`src/rtl/rtc_bus_signal_gen_if.sv`:
```
// Signal bundle between the RTC bus-timing counter side and rtc_bus_signal_gen.
// The master modport drives phase, requests and pad input; the slave modport is the decoder.
interface rtc_bus_signal_gen_if #(
   parameter int DATA_W = 8
);
   logic [3:0]        c_5;
   logic              enable_inicio;
   logic              enable_escribir;
   logic              enable_leer;
   logic [DATA_W-1:0] direccion;
   logic [DATA_W-1:0] dato_escribir;
   logic [DATA_W-1:0] bus_in;
   logic [DATA_W-1:0] bus_out;
   logic              bus_oe;
   logic              cs_n;
   logic              rd_n;
   logic              wr_n;
   logic              ad;
   logic [DATA_W-1:0] dato_leido;
   logic              dato_valido;
   logic              listo;
   logic              ocupado;
   logic              error_bus;

   modport master (
      output c_5, enable_inicio, enable_escribir, enable_leer,
             direccion, dato_escribir, bus_in,
      input  bus_out, bus_oe, cs_n, rd_n, wr_n, ad,
             dato_leido, dato_valido, listo, ocupado, error_bus
   );

   modport slave (
      input  c_5, enable_inicio, enable_escribir, enable_leer,
             direccion, dato_escribir, bus_in,
      output bus_out, bus_oe, cs_n, rd_n, wr_n, ad,
             dato_leido, dato_valido, listo, ocupado, error_bus
   );
endinterface

```
`src/rtl/rtc_bus_signal_gen.sv`:
```
// Decodes the timing-counter phase c_5 into registered RTC parallel-bus strobes,
// drives address/data, captures read data. Optional feature macro: RTC_WRITE_VERIFY_EN.
module rtc_bus_signal_gen #(
   parameter int DATA_W       = 8,
   parameter int SAMPLE_PHASE = 6,
   parameter int LAST_PHASE   = 11
) (
   input logic                 clk,
   input logic                 reset,
   rtc_bus_signal_gen_if.slave bus_if
);

   localparam logic [3:0] SAMPLE_PH   = 4'(SAMPLE_PHASE);
   localparam logic [3:0] SAMPLE_NEXT = 4'(SAMPLE_PHASE + 1);
   localparam logic [3:0] LAST_PH     = 4'(LAST_PHASE);

   typedef enum logic {
      MODE_READ  = 1'b0,
      MODE_WRITE = 1'b1
   } mode_t;

   mode_t             mode;
   logic [3:0]        c_prev;
   logic [DATA_W-1:0] bus_in_q;
   logic [3:0]        phase;
   logic              sample_edge;
   logic              done_edge;

   logic              cs_n_d;
   logic              rd_n_d;
   logic              wr_n_d;
   logic              ad_d;
   logic              oe_d;
   logic [DATA_W-1:0] out_d;

   logic              cs_n_q;
   logic              rd_n_q;
   logic              wr_n_q;
   logic              ad_q;
   logic              oe_q;
   logic [DATA_W-1:0] out_q;
   logic [DATA_W-1:0] leido_q;
   logic              valido_q;
   logic              listo_q;

   assign phase       = (bus_if.c_5 > LAST_PH) ? 4'd0 : bus_if.c_5;
   assign sample_edge = (c_prev == SAMPLE_PH) && (bus_if.c_5 == SAMPLE_NEXT);
   assign done_edge   = (c_prev == LAST_PH) && (bus_if.c_5 == 4'd0);

   // Next strobe/bus values for the phase currently on c_5; registered below.
   always_comb begin
      cs_n_d = 1'b1;
      rd_n_d = 1'b1;
      wr_n_d = 1'b1;
      ad_d   = 1'b1;
      oe_d   = 1'b0;
      out_d  = '0;
      case (phase)
         4'd1: begin
            ad_d  = 1'b0;
            oe_d  = 1'b1;
            out_d = bus_if.direccion;
         end
         4'd2, 4'd4: begin
            ad_d   = 1'b0;
            cs_n_d = 1'b0;
            oe_d   = 1'b1;
            out_d  = bus_if.direccion;
         end
         4'd3: begin
            ad_d   = 1'b0;
            cs_n_d = 1'b0;
            wr_n_d = 1'b0;
            oe_d   = 1'b1;
            out_d  = bus_if.direccion;
         end
         4'd6: begin
            cs_n_d = 1'b0;
            if (mode == MODE_WRITE) begin
               wr_n_d = 1'b0;
               oe_d   = 1'b1;
               out_d  = bus_if.dato_escribir;
            end else begin
               rd_n_d = 1'b0;
            end
         end
         4'd7: begin
            cs_n_d = 1'b0;
            if (mode == MODE_WRITE) begin
               oe_d  = 1'b1;
               out_d = bus_if.dato_escribir;
            end
         end
         default: begin
            cs_n_d = 1'b1;
         end
      endcase
   end

   // Mode is only sampled while idle so a transaction keeps its direction to the end.
   always_ff @(posedge clk or posedge reset) begin
      if (reset) begin
         mode     <= MODE_WRITE;
         c_prev   <= 4'd0;
         bus_in_q <= '0;
         cs_n_q   <= 1'b1;
         rd_n_q   <= 1'b1;
         wr_n_q   <= 1'b1;
         ad_q     <= 1'b1;
         oe_q     <= 1'b0;
         out_q    <= '0;
         leido_q  <= '0;
         valido_q <= 1'b0;
         listo_q  <= 1'b0;
      end else begin
         c_prev   <= bus_if.c_5;
         bus_in_q <= bus_if.bus_in;
         if (bus_if.c_5 == 4'd0) begin
            if (bus_if.enable_escribir || bus_if.enable_inicio) begin
               mode <= MODE_WRITE;
            end else if (bus_if.enable_leer) begin
               mode <= MODE_READ;
            end
         end
         cs_n_q   <= cs_n_d;
         rd_n_q   <= rd_n_d;
         wr_n_q   <= wr_n_d;
         ad_q     <= ad_d;
         oe_q     <= oe_d;
         out_q    <= out_d;
         valido_q <= sample_edge && (mode == MODE_READ);
         if (sample_edge && (mode == MODE_READ)) begin
            leido_q <= bus_in_q;
         end
         listo_q  <= done_edge;
      end
   end

`ifdef RTC_WRITE_VERIFY_EN
   logic error_q;

   // Loopback of our own write data; any mismatch latches until reset.
   always_ff @(posedge clk or posedge reset) begin
      if (reset) begin
         error_q <= 1'b0;
      end else if (sample_edge && (mode == MODE_WRITE) &&
                   (bus_in_q != bus_if.dato_escribir)) begin
         error_q <= 1'b1;
      end
   end

   assign bus_if.error_bus = error_q;
`else
   assign bus_if.error_bus = 1'b0;
`endif

   assign bus_if.cs_n        = cs_n_q;
   assign bus_if.rd_n        = rd_n_q;
   assign bus_if.wr_n        = wr_n_q;
   assign bus_if.ad          = ad_q;
   assign bus_if.bus_oe      = oe_q;
   assign bus_if.bus_out     = out_q;
   assign bus_if.dato_leido  = leido_q;
   assign bus_if.dato_valido = valido_q;
   assign bus_if.listo       = listo_q;
   assign bus_if.ocupado     = (bus_if.c_5 != 4'd0) | bus_if.enable_inicio |
                               bus_if.enable_escribir | bus_if.enable_leer;

endmodule

```
`src/flat_wrapper.sv`:
```
// flat-port wrapper written by rule: the top's interface ports become plain ports
module rtc_bus_signal_gen_flat 
#(
   parameter int DATA_W       = 8,
   parameter int SAMPLE_PHASE = 6,
   parameter int LAST_PHASE   = 11
)
  (clk, reset, bus_if_c_5, bus_if_enable_inicio, bus_if_enable_escribir, bus_if_enable_leer, bus_if_direccion, bus_if_dato_escribir, bus_if_bus_in, bus_if_bus_out, bus_if_bus_oe, bus_if_cs_n, bus_if_rd_n, bus_if_wr_n, bus_if_ad, bus_if_dato_leido, bus_if_dato_valido, bus_if_listo, bus_if_ocupado, bus_if_error_bus);
  rtc_bus_signal_gen_if #(.DATA_W(DATA_W)) bus_if_i ();
  input logic clk;
  input logic reset;
  input wire logic [$bits(bus_if_i.c_5)-1:0] bus_if_c_5;
  input wire logic [$bits(bus_if_i.enable_inicio)-1:0] bus_if_enable_inicio;
  input wire logic [$bits(bus_if_i.enable_escribir)-1:0] bus_if_enable_escribir;
  input wire logic [$bits(bus_if_i.enable_leer)-1:0] bus_if_enable_leer;
  input wire logic [$bits(bus_if_i.direccion)-1:0] bus_if_direccion;
  input wire logic [$bits(bus_if_i.dato_escribir)-1:0] bus_if_dato_escribir;
  input wire logic [$bits(bus_if_i.bus_in)-1:0] bus_if_bus_in;
  output wire logic [$bits(bus_if_i.bus_out)-1:0] bus_if_bus_out;
  output wire logic [$bits(bus_if_i.bus_oe)-1:0] bus_if_bus_oe;
  output wire logic [$bits(bus_if_i.cs_n)-1:0] bus_if_cs_n;
  output wire logic [$bits(bus_if_i.rd_n)-1:0] bus_if_rd_n;
  output wire logic [$bits(bus_if_i.wr_n)-1:0] bus_if_wr_n;
  output wire logic [$bits(bus_if_i.ad)-1:0] bus_if_ad;
  output wire logic [$bits(bus_if_i.dato_leido)-1:0] bus_if_dato_leido;
  output wire logic [$bits(bus_if_i.dato_valido)-1:0] bus_if_dato_valido;
  output wire logic [$bits(bus_if_i.listo)-1:0] bus_if_listo;
  output wire logic [$bits(bus_if_i.ocupado)-1:0] bus_if_ocupado;
  output wire logic [$bits(bus_if_i.error_bus)-1:0] bus_if_error_bus;
  assign bus_if_i.c_5 = bus_if_c_5;
  assign bus_if_i.enable_inicio = bus_if_enable_inicio;
  assign bus_if_i.enable_escribir = bus_if_enable_escribir;
  assign bus_if_i.enable_leer = bus_if_enable_leer;
  assign bus_if_i.direccion = bus_if_direccion;
  assign bus_if_i.dato_escribir = bus_if_dato_escribir;
  assign bus_if_i.bus_in = bus_if_bus_in;
  assign bus_if_bus_out = bus_if_i.bus_out;
  assign bus_if_bus_oe = bus_if_i.bus_oe;
  assign bus_if_cs_n = bus_if_i.cs_n;
  assign bus_if_rd_n = bus_if_i.rd_n;
  assign bus_if_wr_n = bus_if_i.wr_n;
  assign bus_if_ad = bus_if_i.ad;
  assign bus_if_dato_leido = bus_if_i.dato_leido;
  assign bus_if_dato_valido = bus_if_i.dato_valido;
  assign bus_if_listo = bus_if_i.listo;
  assign bus_if_ocupado = bus_if_i.ocupado;
  assign bus_if_error_bus = bus_if_i.error_bus;
  rtc_bus_signal_gen #(.DATA_W(DATA_W), .SAMPLE_PHASE(SAMPLE_PHASE), .LAST_PHASE(LAST_PHASE)) u_core (.clk(clk), .reset(reset), .bus_if(bus_if_i));
endmodule
```
`config.mk`:
```
export PLATFORM = sky130hd
export DESIGN_NAME = rtc_bus_signal_gen_flat
export DESIGN_NICKNAME = d
export VERILOG_FILES = /design/src/rtl/rtc_bus_signal_gen_if.sv /design/src/rtl/rtc_bus_signal_gen.sv /design/src/flat_wrapper.sv
export SDC_FILE = /design/constraint.sdc
export NUM_CORES = 1
export LEC_CHECK = 0
export ABC_AREA = 1
export CAP_MARGIN = 30
export CELL_PAD_IN_SITES_DETAIL_PLACEMENT = 0
export CELL_PAD_IN_SITES_GLOBAL_PLACEMENT = 1
export CORE_MARGIN = 5
export CORE_UTILIZATION = 31
export DETAILED_ROUTE_END_ITERATION = 12
export HOLD_SLACK_MARGIN = 0.05
export PLACE_DENSITY = 0.76
export SLEW_MARGIN = 20
export SYNTH_ARGS = -nofsm -noshare
export SYNTH_HDL_FRONTEND = slang
export SYNTH_SLANG_ARGS = --single-unit
```
`constraint.sdc`:
```
create_clock -name clk -period 1.2 [get_ports clk]
set_input_delay 0.24 -clock clk [delete_from_list [all_inputs] [get_ports clk]]
set_output_delay 0.24 -clock clk [all_outputs]
set_load 0.02 [all_outputs]
```
## Word-level counts from Yosys, hierarchy flattened

Index checks and enable logic that the tools add are counted.

- $lt $le $gt $ge: 1
- Equal/unequal tests: 9
- Multiplexer cells: 12
- Bitwise logic cells: 4
- Reductions and logical operators: 11

Operator list:

| cell | number |
|---|---|
| equality test 4 x 3 -> 1 bit, second input constant | 5 |
| one-hot mux 8 bit (2 select lines) | 1 |
| equality test 4 x 2 -> 1 bit, second input constant | 2 |
| 2-to-1 mux 8 bit | 1 |
| 2-to-1 mux 1 bit | 7 |
| OR reduction 5 bit | 1 |
| equality test 4 x 1 -> 1 bit, second input constant | 1 |
| equality test 4 bit, second input constant | 1 |
| > comparator 4 bit, second input constant | 1 |
| zero test 4 bit | 1 |
| 2-to-1 mux 4 bit | 1 |
| one-hot mux 1 bit (2 select lines) | 2 |
| nonzero test 4 bit | 1 |
| OR reduction 4 bit | 1 |
| logical AND 1 bit | 3 |
| bitwise OR 1 bit | 3 |
| AND reduction 2 bit | 1 |
| nonzero test 2 bit | 1 |
| OR reduction 2 bit | 1 |
| logical OR 1 bit | 1 |
| inverter 1 bit | 1 |

- Register bits: 36
- Input bits: 33

## Depth between registers and ports, before layout

- Word-level depth: 5
- Gate-level depth with buffers: 7

## Worst setup path after synthesis

Ideal clock, no wire load.

- Kind: flip-flop to flip-flop
- From: register u_core.mode
- To: register u_core.out_q[0], in the netlist u_core.bus_if.bus_out[0]
- Library setup time: 0.065 ns
- Arrival time: 0.971 ns
- Slack: 0.164 ns
- Stages on the path, launching flop included: 5
- Cells stage by stage: dfstp_2 -> inv_2 -> nor3_4 -> nand2_1 -> nand2_1

- Cells in the longest elaborated chain, start to end: 2

RTL lines:

| item | RTL line | text |
|---|---|---|
| from (decl) | rtc_bus_signal_gen.sv:22 | `mode_t mode;` |
| from (signal assigned) | rtc_bus_signal_gen.sv:103 | `mode <= MODE_WRITE;` |
| from (signal assigned) | rtc_bus_signal_gen.sv:120 | `mode <= MODE_WRITE;` |
| from (signal assigned) | rtc_bus_signal_gen.sv:122 | `mode <= MODE_READ;` |
| 2-to-1 mux 8 bit | rtc_bus_signal_gen.sv:79, rtc_bus_signal_gen.sv:89 |  |
| one-hot mux 8 bit (2 select lines) | rtc_bus_signal_gen.sv:58 | `case (phase)` |
| net u_core.out_d[0] | rtc_bus_signal_gen.sv:34 | `logic [DATA_W-1:0] out_d;` |
| to (signal assigned) | rtc_bus_signal_gen.sv:130 | `out_q <= out_d;` |
| to (decl) | rtc_bus_signal_gen.sv:41 | `logic [DATA_W-1:0] out_q;` |

The timed path passes the listed nets, and every way through them passes these cells.
A chain may end at the register's enable or synchronous reset.

## Worst setup path in the final report

- From: register u_core.wr_n_q, in the netlist u_core.bus_if.wr_n
- To: output port bus_if_wr_n

RTL lines:

| item | RTL line | text |
|---|---|---|
| from (decl) | rtc_bus_signal_gen.sv:38 | `logic wr_n_q;` |
| from (signal assigned) | rtc_bus_signal_gen.sv:127 | `wr_n_q <= wr_n_d;` |
| to (decl) | flat_wrapper.sv:23 | `output wire logic [$bits(bus_if_i.wr_n)-1:0] bus_if_wr_n;` |

No word-level cell between the ends.

==> results.py <==
metrics = {
    "pwr": {
        "p_switching_uw": 724.0,
        "clkPwrFrac_pct": 31.4,
        "power.internal_mw": 2.040,
        "pwr-share-seq_pct": 48.8,
        "power_density_mw_per_mm2": 1198,
        "switching_share_pct": 26.19,
        "p_total_mw": 2.764,
        "max-vdd-ir-drop_mv": 0.4301,
        "leakage_nw": 1.194,
        "combPwrFrac_pct": 19.8,
    },
    "die": {
        "chipHeight_um": 78.01,
        "initial_core_util_pct": 32.48,
        "io_pins": 58,
        "row_count": 24,
        "die_w_um": 78.01,
        "core-area_sq_mm": 0.004414,
        "dieArea_sq_mm": 0.006086,
    },
    "timing": {
        "slew_violations": 0,
        "hold_violations": 0,
        "timing.final.crit_share_pct": 98.02,
        "fmaxAchievable_mhz": 850.1,
        "skew_ns": 0.006453,
        "rsz0062_at_grt": "true",
        "setup_viol": 0,
        "timing.final.crit_period_ns": 1.176,
    },
    "routing": {
        "firstDrtPassIters": 4,
        "drtAntennaViolNets": 0,
        "drc": 0,
        "vias_per_cell": 4.390,
        "routed_wl_um": 3476,
        "via_count": 1181,
        "avgRoutedWirePerCell_um": 12.92,
        "drt_iter0_markers": 40,
    },
    "synth": {
        "syn_area_per_cell_sq_um": 10.47,
        "synth_cells": 137,
        "ys_types": 19,
        "synth_top_area_share_pct": 54.10,
        "ys_seq_area_share_pct": 63.26,
        "synth_warnings": 0,
        "syn_area_sq_mm": 0.001434,
        "yosys_register_bits": 36,
        "syn-num-nets": 174,
        "yosys-top-cells-area": "dfrtp_1 (54%), nand2_1 (12%), dfstp_2 (9.2%), nand3_1 (6.6%), ha_1 (3.5%)",
        "yosysTopAreaCell": "dfrtp_1",
    },
    "worst_setup_path": {
        "regToRegStartpoint": "u_core.mode$_DFFE_PP1P_",
        "cp.arrival_ns": 0.94,
        "slowest_delay_ns": 0.54,
        "cp_top_family": "flip-flops",
        "cp-start-kind": "flip-flop",
        "cp_num_buf_inv": 1,
        "cpMaxStageDelayCell": "dfstp_2",
        "crit_required_ns": 0.96,
        "cp-startpoint": "u_core.bus_if.wr_n$_DFF_PP1_",
        "path_max_fanout": 1,
        "endpoint_kind": "primary output",
        "crit_type": "reg2out",
        "crit_chain": "buf_6",
    },
    "global_route": {
        "grt_usage_pct": 11.96,
        "antenna_found_initial": 0,
        "grtUsageMet3_pct": 5.721,
        "grt_util_met2_pct": 19.45,
        "grt_max_degree": 37,
        "first_global_vias": 1312,
        "top_usage_layer": "met2",
        "grt.met1_usage_pct": 12.55,
        "grt_first_pass_wirelength_um": 5664,
        "gr-total-overflow": 0,
    },
    "cts": {
        "h-tree-depth": 2,
        "clk_latency_ns": 0.29,
        "cts_buffer_depth": 2,
        "ctsHoldBuffers": 0,
        "clkTransAtPathRegs_ns": 0.07,
        "cts_tree": "done",
        "cts_buffers": 5,
        "cts_root_buf": "clkbuf_8",
        "cts_num_sinks": 36,
    },
    "run_status": {
        "status": "finished clean",
    },
    "placement": {
        "finalWeightedCongestion": 0.8143,
        "place_area_sq_mm": 0.002147,
        "post-dp-hpwl_um": 2555,
        "io_buffers": 56,
    },
    "flow_run": {
        "maxCapViolCount": 0,
    },
    "layout": {
        "nNetsFinal": 253,
        "fillers": 391,
        "n_antenna_cell": 0,
        "fin_area_sq_mm": 0.002307,
        "syn2layout_area_growth_pct": 60.91,
        "drive_above_1_share_pct": 33.64,
    },
    "min_path": {
        "hold_start": "bus_if_c_5[3]",
        "worstHoldPathType": "in2reg",
    },
}
## per-layer routing
| layer | part of all wire (%) | wire, um |
|---|---|---|
| met5 | 0 | 0 |
| met4 | 2.1 | 74 |
| met3 | 11 | 376 |
| met2 | 49 | 1699 |
| met1 | 38 | 1325 |
## kinds of logic after synthesis
group / Yosys count / synth area share (%)
adder cells (fa/ha/maj): 4 / 3.491
buffers and inverters: 14 / 3.927
AND/OR/NAND/NOR: 80 / 28.36
flip-flops: 36 / 63.26
other: 1 / 0.2615
AO/OA/AOI/OAI: 2 / 0.6974
## state kept, by name, summed over array words and instances (netlist names)
| signal | count |
|---|---|
| u_core.bus_if.bus_out | 8 |
| u_core.bus_if.dato_leido | 8 |
| u_core.bus_in_q | 8 |
| u_core.c_prev | 4 |
| u_core.bus_if.ad | 1 |
| u_core.bus_if.bus_oe | 1 |
| u_core.bus_if.cs_n | 1 |
| u_core.bus_if.dato_valido | 1 |
| u_core.bus_if.listo | 1 |
| u_core.bus_if.rd_n | 1 |
| u_core.bus_if.wr_n | 1 |
| u_core.mode | 1 |
## power groups by stage
stage | Clock [mW] | Sequential, mW | Combinational, mW
final | 0.869 | 1.35 | 0.547
after global routing | 0.957 | 1.36 | 0.597
after CTS | 0.911 | 1.35 | 0.548
after detailed placement | 0 | 1.37 | 0.557
after global placement | 0 | 1.37 | 0.548
after floorplan | 0 | 1.44 | 0.162
## synthesized netlist by cell type, drive strengths merged
cell type / number
conb: 1
inv: 13
nor3: 2
nor2: 6
nand2: 50
dfstp: 5
ha: 4
nand3: 21
a21oi: 1
nand3b: 1
o21ai: 1
dfrtp: 31
buf: 1
## per-stage QoR
stage               TNS [ns]  utilization (%)  hold slack [ns]  worst slack (ns)  instances
floorplan                  0                -           0.2714            0.1638        137
global placement      -11.58            48.64           0.4524           -0.7824        255
detailed placement    -12.55            48.64           0.4660           -0.8342        255
CTS                        0            51.93           0.1710          0.005885        265
global route        -0.01616            52.27           0.1867          -0.01616        269
finish                     0            52.27           0.1836           0.02371        269
## placed cells by master (no fill, tap or decap), drive strengths merged
cell,instances
clkdlybuf4s50,25
dfrtp,31
ha,4
a21oi,1
dlygate4sd2,5
nand2,50
nor2,6
conb,1
inv,13
nor3,2
nand3,21
clkbuf,12
clkdlybuf4s15,12
buf,27
dfstp,5
nand3b,1
o21ai,1
## timing repair
action | 4_1_cts | 5_1_grt
buffers inserted | 2 | 4
resized for setup | 101 | 14
pin swaps | 4 | 3
cloned | 0 | 0
setup endpoints to repair | 46 | 21
## worst paths after layout
path	end	cells after the start	slack, ns
min in group asynchronous	u_core.bus_in_q[1]$_DFF_PP0_	3	0.30
worst max register to register	u_core.bus_if.bus_out[3]$_DFF_PP0_	5	0.07
worst min register to register	u_core.bus_if.dato_leido[6]$_DFFE_PP0P_	2	0.47
worst max-delay path	bus_if_wr_n	1	0.02
worst min-delay path	u_core.c_prev[3]$_DFF_PP0_	2	0.18
max in group asynchronous	u_core.bus_if.ad$_DFF_PP1_	3	0.64
## final cells by class
class                   instances  area, sq um  share of cell area [%]
flip-flops and latches         36        907.1                   39.32
multi-input cells              87        515.5                   22.34
inverters                      13        48.80                   2.115
repair buffers                 73        680.7                   29.50
clock buffers                   8        90.09                   3.905
well taps                      52        65.06                   2.820
Power figures use the tool's default switching activity.
